**config.mk**
```make
export PLATFORM = sky130hd
export DESIGN_NAME = cla_slice_scheduler
export DESIGN_NICKNAME = d
export VERILOG_FILES = /design/src/rtl/cla_slice_scheduler.sv
export SDC_FILE = /design/constraint.sdc
export NUM_CORES = 1
export LEC_CHECK = 0
export ABC_AREA = 1
export BUFFER_PORTS_ARGS = -buffer_cell sky130_fd_sc_hd__buf_4
export CELL_PAD_IN_SITES_DETAIL_PLACEMENT = 1
export CELL_PAD_IN_SITES_GLOBAL_PLACEMENT = 1
export CORE_ASPECT_RATIO = 1.5
export CORE_UTILIZATION = 35
export CTS_CLUSTER_DIAMETER = 150
export DETAILED_ROUTE_END_ITERATION = 6
export PLACE_DENSITY = 0.76
export SYNTH_ARGS = -nofsm -noshare
export SYNTH_HDL_FRONTEND = slang
export SYNTH_SLANG_ARGS = --single-unit
```
**constraint.sdc**
```tcl
create_clock -name clk -period 4.9 [get_ports clk]
set_clock_uncertainty 0.1 [all_clocks]
set_input_delay 0.49 -clock clk [delete_from_list [all_inputs] [get_ports clk]]
set_output_delay 0.49 -clock clk [all_outputs]
set_load 0.03 [all_outputs]
```
**src/rtl/cla_slice_scheduler.sv**
```systemverilog
// cla_slice_scheduler: two requesters share one SLICE-bit CLA slice.
// Each WIDTH-bit add runs LSB slice first over NSLICE cycles.
module cla_slice_scheduler #(
  parameter int SLICE = 8,
  parameter int WIDTH = 32,
  localparam int NSLICE = WIDTH / SLICE
) (
  input  logic             clk,
  input  logic             rst,
  input  logic             req0_valid,
  output logic             req0_ready,
  input  logic [WIDTH-1:0] req0_a,
  input  logic [WIDTH-1:0] req0_b,
  input  logic             req0_cin,
  input  logic             req1_valid,
  output logic             req1_ready,
  input  logic [WIDTH-1:0] req1_a,
  input  logic [WIDTH-1:0] req1_b,
  input  logic             req1_cin,
  output logic             rsp_valid,
  input  logic             rsp_ready,
  output logic [WIDTH-1:0] rsp_sum,
  output logic             rsp_cout,
  output logic             rsp_id,
  output logic             busy
);

  localparam int IW = (NSLICE > 1) ? $clog2(NSLICE) : 1;
  localparam logic [IW-1:0] LAST = IW'(NSLICE - 1);

  generate
    if (WIDTH % SLICE != 0) begin : g_width_chk
      $error("WIDTH is not a multiple of SLICE");
    end
  endgenerate

  typedef enum logic [1:0] {IDLE, RUN, DONE} state_t;

  state_t           state;
  logic             last_grant;
  logic [WIDTH-1:0] a_q;
  logic [WIDTH-1:0] b_q;
  logic [WIDTH-1:0] acc;
  logic             carry_q;
  logic             id_q;
  logic [IW-1:0]    idx;

  logic             g0;
  logic             g1;
  logic [SLICE-1:0] sa;
  logic [SLICE-1:0] sb;
  logic [SLICE-1:0] p;
  logic [SLICE-1:0] g;
  logic [SLICE:0]   c;
  logic [SLICE-1:0] ssum;
  logic [WIDTH-1:0] res_nx;

  // Round-robin grant, only offered while idle; ties go away from last_grant.
  always_comb begin
    g0 = 1'b0;
    g1 = 1'b0;
    if (state == IDLE) begin
      g0 = req0_valid & (~req1_valid | last_grant);
      g1 = req1_valid & (~req0_valid | ~last_grant);
    end
  end

  assign req0_ready = g0;
  assign req1_ready = g1;

  // One CLA slice pass over slice idx, merged into the partial result.
  always_comb begin
    sa = a_q[idx*SLICE +: SLICE];
    sb = b_q[idx*SLICE +: SLICE];
    p = sa ^ sb;
    g = sa & sb;
    c = '0;
    c[0] = carry_q;
    for (int i = 0; i < SLICE; i++) begin
      c[i+1] = g[i] | (p[i] & c[i]);
    end
    ssum = p ^ c[SLICE-1:0];
    res_nx = acc;
    res_nx[idx*SLICE +: SLICE] = ssum;
  end

  // Scheduler FSM: accept, run NSLICE passes, present result until taken.
  always_ff @(posedge clk or posedge rst) begin
    if (rst) begin
      state      <= IDLE;
      last_grant <= 1'b1;
      a_q        <= '0;
      b_q        <= '0;
      acc        <= '0;
      carry_q    <= 1'b0;
      id_q       <= 1'b0;
      idx        <= '0;
      rsp_valid  <= 1'b0;
      rsp_sum    <= '0;
      rsp_cout   <= 1'b0;
      rsp_id     <= 1'b0;
      busy       <= 1'b0;
    end else begin
      unique case (state)
        IDLE: begin
          if (g0 | g1) begin
            a_q        <= g1 ? req1_a : req0_a;
            b_q        <= g1 ? req1_b : req0_b;
            carry_q    <= g1 ? req1_cin : req0_cin;
            id_q       <= g1;
            last_grant <= g1;
            idx        <= '0;
            busy       <= 1'b1;
            state      <= RUN;
          end
        end
        RUN: begin
          acc     <= res_nx;
          carry_q <= c[SLICE];
          idx     <= idx + 1'b1;
          if (idx == LAST) begin
            rsp_sum   <= res_nx;
            rsp_cout  <= c[SLICE];
            rsp_id    <= id_q;
            rsp_valid <= 1'b1;
            state     <= DONE;
          end
        end
        DONE: begin
          if (rsp_ready) begin
            rsp_valid <= 1'b0;
            busy      <= 1'b0;
            state     <= IDLE;
          end
        end
        default: begin
          state <= IDLE;
        end
      endcase
    end
  end

endmodule

```
Word level (Yosys, flattened, before mapping)

Cells that the tools add are included.
W data, S select, Z words.

Add/subtract/negate cells: 2
Equal/unequal tests: 6
Shift operators: 4
Multiplexer cells: 19
Bitwise logic cells: 27
Reductions and logical operators: 10

Operators by type and width:

| kind                      | count |
|---|---|
| $mux W32                  | 2 |
| $shiftx A32 B6 Y8         | 2 |
| $neg A5 Y34               | 1 |
| $shift A8 B34 Y32 const A | 1 |
| $shiftx A8 B34 Y32        | 1 |
| $bwmux W32                | 1 |
| $xor A8 B8 Y8             | 2 |
| $or A1 B1 Y1              | 11 |
| $and A1 B1 Y1             | 10 |
| $reduce_and A3 Y1         | 3 |
| $and A8 B8 Y8             | 1 |
| $mux W2                   | 4 |
| $mux W1                   | 7 |
| $pmux W1 S2               | 3 |
| $pmux W2 S3               | 1 |
| $reduce_and A2 Y1         | 3 |
| $reduce_bool A2 Y1        | 3 |
| $eq A2 B2 Y1 const B      | 2 |
| $ne A2 B2 Y1 const B      | 2 |
| $pmux W2 S2               | 1 |
| $not A1 Y1                | 3 |
| $add A2 B1 Y2 const B     | 1 |
| $eq A2 B1 Y1 const B      | 1 |
| $logic_not A2 Y1          | 1 |
| $ne A2 B1 Y1 const B      | 1 |

Register bits: 139
Output and inout port bits: 38
Word-level logic and storage cells: 81

Longest topological paths before layout

Gate-level depths: netlist of the first run.

Depth after elaboration: 19
Mapped depth: 19
Depth with buffers taken out: 17

Worst setup path before layout of the first run

Ideal clock, no wire load.

Path kind: reg-to-reg
Start point: register idx[0]
End point: register acc[15]
Setup time: 130 ps
Data arrival time: 4512 ps
Path slack: 158 ps
Cell stages (with the launch flop): 20
Path buffers: 2
Period minus slack after synthesis: 4742 ps
Cell sequence: dfrtp_1 -> clkbuf_1 -> clkinv_1 -> clkbuf_1 -> o21ai_0 -> o22ai_1 -> fa_1 -> inv_1 -> fa_1 -> fa_1 -> fa_1 -> fa_1 -> fa_1 -> fa_1 -> inv_1 -> fa_1 -> nand3_1 -> o22ai_1 -> nand2_1 -> o21ai_0

Word-level cells in the longest chain between the ends: 19
Elaborated cells between the ends (all ways): 23

Ends and longest elaborated chain:

| item                                 | RTL line | source |
|---|---|---|
| from (decl)                          | 46       | `logic [IW-1:0] idx;` |
| from (signal assigned)               | 120      | `idx <= idx + 1'b1;` |
| $shiftx A32 B6 Y8 (on tied branches) | 73, 74   |  |
| $xor A8 B8 Y8                        | 75       | `p = sa ^ sb;` |
| $and A1 B1 Y1                        | 80       | `c[i+1] = g[i] \| (p[i] & c[i]);` |
| $or A1 B1 Y1                         | 80       |  |
| $and A1 B1 Y1                        | 80       |  |
| $or A1 B1 Y1                         | 80       |  |
| $and A1 B1 Y1                        | 80       |  |
| $or A1 B1 Y1                         | 80       |  |
| [3 not listed]                       | -        |  |
| $or A1 B1 Y1                         | 80       |  |
| $and A1 B1 Y1                        | 80       |  |
| $or A1 B1 Y1                         | 80       |  |
| $and A1 B1 Y1                        | 80       |  |
| $or A1 B1 Y1                         | 80       |  |
| $xor A8 B8 Y8                        | 82       | `ssum = p ^ c[SLICE-1:0];` |
| $shiftx A8 B34 Y32                   | 84       | `res_nx[idx*SLICE +: SLICE] = ssum;` |
| $bwmux W32 *                         | 84       |  |
| to (signal assigned)                 | 118      | `acc <= res_nx;` |
| to (decl)                            | 43       | `logic [WIDTH-1:0] acc;` |

Mark *: on every way between the ends. The rest lies on a longest branch, timed or not.
A chain may end at the register's enable or synchronous reset.

Worst setup path in the final report of the first run

Same ends and word-level chain as after synthesis.

==> results.cfg, run 1 <==
[final_layout]
layout_common_cells = nand2_1 (408), buf_4 (190), dfrtp_1 (136), inv_1 (110), nor2_1 (84)
antenna_cells = 0
mostFrequentLayoutCell = nand2_1
syn_to_final_growth_pct = 29.3
ff_latch_area_um2 = 3480
fin_nets = 1304
multi_input_area_um2 = 3130
final_core_util_pct = 46.2
finalNonFillerCells = 1431
design_area_um2 = 9440
nFillCells = 2634
drive_gt1_share_pct = 20.4

[placement]
port_buffers = 172
placed_cells = 1395
hpwlAfterDp_um = 16600
dpl_cell_area_um2 = 8770
gp_congestion = 0.826
dp_slack_ps = 164

[floorplan]
die_h_um = 179
dieArea_um2 = 21400
die_x_um = 120
initial_core_util_pct = 35.7
row_count = 64
ioPinCount = 173
core-area_um2 = 20400

[timing]
setup_ws_ps = 162
setup_viol = 0
tightest_slew_ps = 938
finalHoldViolations = 0
holdWs_ps = 130
tns_ps = 0
min_period_ps = 4740
slew_headroom_pct = 37.5
period_share_pct = 96.7
final-max-slew-violation-count = 0
fmax_ghz = 0.211

[routing]
drt-met1-wl_um = 8990
wl_per_cell_um = 16.0
vias_per_cell = 4.84
dr_wl_met3_um = 517
routed_wl_um = 22900
dr_wl_met2_um = 12600
num_vias = 6931
first_iter_violations = 348
ant_nets = 0
first_pass_iters = 4
route.top_layer_used = met4
drc = 0

[power_and_ir_drop]
max-vdd-ir-drop_mv = 0.407
power.total_mw = 6.59
power_density_nw_per_um2 = 698
p_leak_nw = 5.11

[synthesis]
synth.area.top_cells = dfrtp_1 (47%), nand2_1 (21%), inv_1 (5.7%)
async_flop_share_pct = 100
syn_area_um2 = 7300
ys_types = 26
synth_edf_count = 0
ys_ff_latch = 139
synth_seq_area_share_pct = 47.7
syn_area_per_cell_um2 = 7.30
synth_top_area_cell = dfrtp_1
syn_nets = 1149
yosys.area.top_type_share_pct = 47.3
ys_warn_count = 0
ys.flop_type = dfrtp_1
synth_cells = 1000

[clocking]
clk_pin_slew_ps = 60
clock-sinks = 139
cts_hold_buf = 0
worstSkewPairLatency_ps = 430
htree_levels = 4
root_buffer = clkbuf_16
clockBufferDepth = 2
cts-buffers-inserted = 17
cts_tree = yes

[global_route]
grt_overflow = 0
grt_pass1_vias = 7191
grt.total_usage_pct = 22.2
antenna_found_initial = 0
grt_pass1_wl_um = 36600
grt_max_degree = 101

[min_path]
hp-class = in -> async

[setup_path]
r2r_slack_ps = 160
r2r_cells = 17
reg2reg_to = acc[15]
r2r_start = idx[0]
endpoint_kind = flip-flop
worstSetupPathType = reg -> reg
crit_start = idx[0]
crit_required_ps = 5080
cp_max_fo = 8
critical_path.startpoint_type = flip-flop
endpoint = acc[15]
cp.arrival_ps = 4920

[status]
status = complete, no violations

[flow_run]
drv_cap = 0
critical path, stage by stage (launching register included):
cell and delay, ps:
dfrtp_2 470, clkinvlp_4 160, o21ai_0 100, o22ai_1 170, fa_2 230, inv_1 50, fa_1 380, fa_2 370
fa_1 400, fa_1 390, fa_1 400, fa_1 380, inv_1 80, fa_1 450, nand3_1 140, o22ai_1 110
nand2_1 110, o21ai_0 120
cell type report:
cell class / instances / share of cell area, %
Sequential cell: 139 / 36.9
Multi-Input combinational cell: 690 / 33.2
Timing Repair Buffer: 192 / 15.4
Clock buffer: 20 / 4.84
Inverter: 115 / 4.67
Tap cell: 264 / 3.50
Clock inverter: 11 / 1.54
what timing repair did:
item                                   in CTS  in global routing
buffers inserted                            0                  5
setup endpoints to repair                   0                  6
endpoints found under the hold margin       0                  0
gates resized for setup                     0                  9
sequential cells by signal (all words and copies together) (netlist names):
name and count:
a_q 32, acc 32, id_q 1, rsp_cout 1, rsp_valid 1, rsp_sum 32
state 2, rsp_id 1, last_grant 1, busy 1, carry_q 1, idx 2
b_q 32
per-layer routing:
| metal | GRT usage (%) | up-vias |
|---|---|---|
| li1 | - | 3396 |
| met3 | 3.12 | 43 |
| met1 | 24.4 | 3348 |
| met4 | 9.79 | 0 |
| met2 | 41.9 | 144 |
| met5 | 0 | - |
worst min path at each step:
stage,endpoint,start,slack [ps]
3_3_place_gp,id_q,id_q,360
2_1_floorplan,id_q,id_q,340
6_report,rsp_valid,rst,130
3_5_place_dp,rsp_cout,rsp_cout,360
5_1_grt,state[1],rsp_ready,170
4_1_cts,state[1],rsp_ready,150
Yosys cell counts, types with 3 or more instances:
library cell / n
o21ai_1: 49
o21ai_0: 62
nand3_1: 13
a21oi_1: 12
buf_2: 24
buf_6: 5
o22a_1: 6
fa_1: 8
o22ai_1: 28
nand2_1: 409
nor2_1: 84
buf_1: 3
clkbuf_1: 22
a22o_1: 6
dfrtp_1: 138
inv_1: 111
ha_1: 6
kinds of logic after synthesis:
group	count (synthesis)	synth area share (%)
adder cells (fa/ha/maj)	14	3.22
AND/OR/NAND/NOR	512	26.8
flip-flops	139	47.7
buffers and inverters	171	9.83
AO/OA/AOI/OAI	164	12.4
where the power goes:
| part | leakage [nW] | switching, mW | internal [mW] |
|---|---|---|---|
| clock | 0.288 | 0.506 | 0.823 |
| combinational | 3.03 | 2.15 | 1.16 |
| sequential | 1.80 | 0.327 | 1.61 |
Note: power is estimated with default switching activity, not from simulation.
==> run 2, diff against run 1 <==
--- a/config.mk
+++ b/config.mk
@@ -13,7 +13,8 @@
 export CORE_UTILIZATION = 35
 export CTS_CLUSTER_DIAMETER = 150
 export DETAILED_ROUTE_END_ITERATION = 6
-export PLACE_DENSITY = 0.76
+export HOLD_SLACK_MARGIN = 0.03
+export PLACE_DENSITY = 0.78
 export SYNTH_ARGS = -nofsm -noshare
 export SYNTH_HDL_FRONTEND = slang
 export SYNTH_SLANG_ARGS = --single-unit
==> constraint.sdc (replaced) <==
create_clock -name clk -period 4 [get_ports clk]
set_clock_uncertainty 0.1 [all_clocks]
set_input_delay 0.4 -clock clk [delete_from_list [all_inputs] [get_ports clk]]
set_output_delay 0.4 -clock clk [all_outputs]
set_load 0.03 [all_outputs]
==> results.cfg, run 2 (synthesis results as in run 1) <==
[status]
status = finished, violations left
violations = setup timing

[final_layout]
drive_gt1_share_pct = 22.2
fin_nets = 1307
mostFrequentLayoutCell = nand2_1
layout_common_cells = nand2_1 (407), buf_4 (192), dfrtp_1 (137), inv_1 (106), nor2_1 (83)
syn_to_final_growth_pct = 31.0

[floorplan]
initial_core_util_pct = 35.7
core-area_um2 = 20400
die_x_um = 120
die_h_um = 179
row_count = 64
ioPinCount = 173
dieArea_um2 = 21400

[clocking]
clockBufferDepth = 2
worstSkewPairLatency_ps = 430
cts_hold_buf = 0
cts_tree = yes
root_buffer = clkbuf_16
clk_pin_slew_ps = 60
cts-buffers-inserted = 17
clock-sinks = 139
htree_levels = 4

[routing]
drc = 0
num_vias = 6967
vias_per_cell = 4.86
first_iter_violations = 297
routed_wl_um = 22900
wl_per_cell_um = 15.9
ant_nets = 0
first_pass_iters = 4

[timing]
fmax_ghz = 0.232
min_period_ps = 4310
final-max-slew-violation-count = 0
holdWs_ps = 74.3
setup_ws_ps = -306
rsz0062_at_grt = yes
setup_viol = 9
slew_headroom_pct = 31.2
finalHoldViolations = 0
period_share_pct = 108
tightest_slew_ps = 1030

[power_and_ir_drop]
internal-power_mw = 4.59
combPwrFrac_pct = 52.1
max-vdd-ir-drop_mv = 0.501
power.total_mw = 8.33
power.switching_mw = 3.74
clockPowerShare_pct = 19.6
power_density_nw_per_um2 = 872
switching_share_pct = 44.9
pwr-share-seq_pct = 28.3
p_leak_nw = 5.15

[global_route]
grt_max_degree = 140
grt_pass1_vias = 7252
grt.total_usage_pct = 22.3
antenna_found_initial = 1
grt_overflow = 0
grt_pass1_wl_um = 36800

[setup_path]
endpoint_kind = flip-flop
crit_required_ps = 4180
worstSetupPathType = reg -> reg
cp_max_fo = 8
cp.arrival_ps = 4480
critical_path.startpoint_type = flip-flop

[placement]
port_buffers = 172
hpwlAfterDp_um = 17000
gp_congestion = 0.817

[flow_run]
drv_cap = 0

[min_path]
hp-class = in -> reg
run 2: changes by cell type in the layout (fill, tap and decap cells not counted), moves of 2 or more:
cell,change
o21ai_1,+7
inv_2,+4
clkbuf_8,+2
o21ai_0,-7
fa_1,-6
buf_4,+2
o22ai_2,+7
clkinvlp_4,-3
inv_1,-4
fa_2,+6
o22ai_1,-7
run 2: layer usage:
metal  global-route usage [%]  vias to the layer above  wire, um
met3                     3.37                       44       513
met2                     42.8                      132     12900
met1                     24.0                     3389      8790
met5                        0                        -         0
li1                         -                     3402         -
met4                     9.69                        0       707
run 2: timing repair:
action,in CTS,in global routing
gates resized for setup,9,10
buffers inserted,1,1
pin swaps,2,5
endpoints found under the hold margin,0,0
endpoints found under the setup margin,14,16
run 2: power groups by stage:
| stage | combinational, mW | sequential (mW) | clock, mW |
|---|---|---|---|
| after floorplan | 2.69 | 2.42 | 0 |
| after global placement | 4.12 | 2.37 | 0 |
| after detailed placement | 4.21 | 2.38 | 0 |
| after CTS | 4.29 | 2.36 | 1.65 |
| after global routing | 4.84 | 2.42 | 1.71 |
| final | 4.34 | 2.36 | 1.63 |
run 2: stage by stage:
stage	TNS (ps)	area [um2]	worst slack, ps	cells	util [%]
4_1_cts	-2070	9510	-333	1432	46.6
3_3_place_gp	-2580	8870	-380	1401	43.4
2_1_floorplan	-2780	7390	-354	1000	-
6_report	-2220	9560	-306	1434	46.8
3_5_place_dp	-3100	8870	-435	1401	43.4
5_1_grt	-4030	9560	-459	1434	46.8
run 2: worst max-delay path, cell delays in order, from the launching register on:
cell and delay, ps:
dfrtp_1 380, buf_6 140, clkinv_8 60, nor2_4 30, o22ai_2 200, fa_2 230, inv_2 40, fa_2 340
fa_2 350, fa_2 350, fa_2 340, fa_2 350, fa_2 350, inv_2 80, fa_2 470, nand3_2 100
o22ai_2 90, nand2_1 80, o21ai_1 80
run 2: worst paths after layout:
| path | from | end | depth (start not counted) | slack (ps) |
|---|---|---|---|---|
| max reg2reg | idx[0] | acc[31] | 18 | -310 |
| min in group asynchronous | rst | rsp_sum[17] | 3 | 90 |
| min reg2reg | rsp_sum[10] | rsp_sum[10] | 2 | 380 |
| max in group asynchronous | rst | idx[1] | 3 | 3120 |
| max | idx[0] | acc[31] | 18 | -310 |
| min | rsp_ready | state[1] | 2 | 70 |
run 2: cell type report:
class                      instances  area [um2]
timing repair buffer             195        1480
clock inverter                     7         114
antenna                            1        2.50
multi-input combinational        690        3200
tap                              264         330
inverter                         115         453
sequential                       139        3480
clock buffer                      23         488
fill                            2583       10900
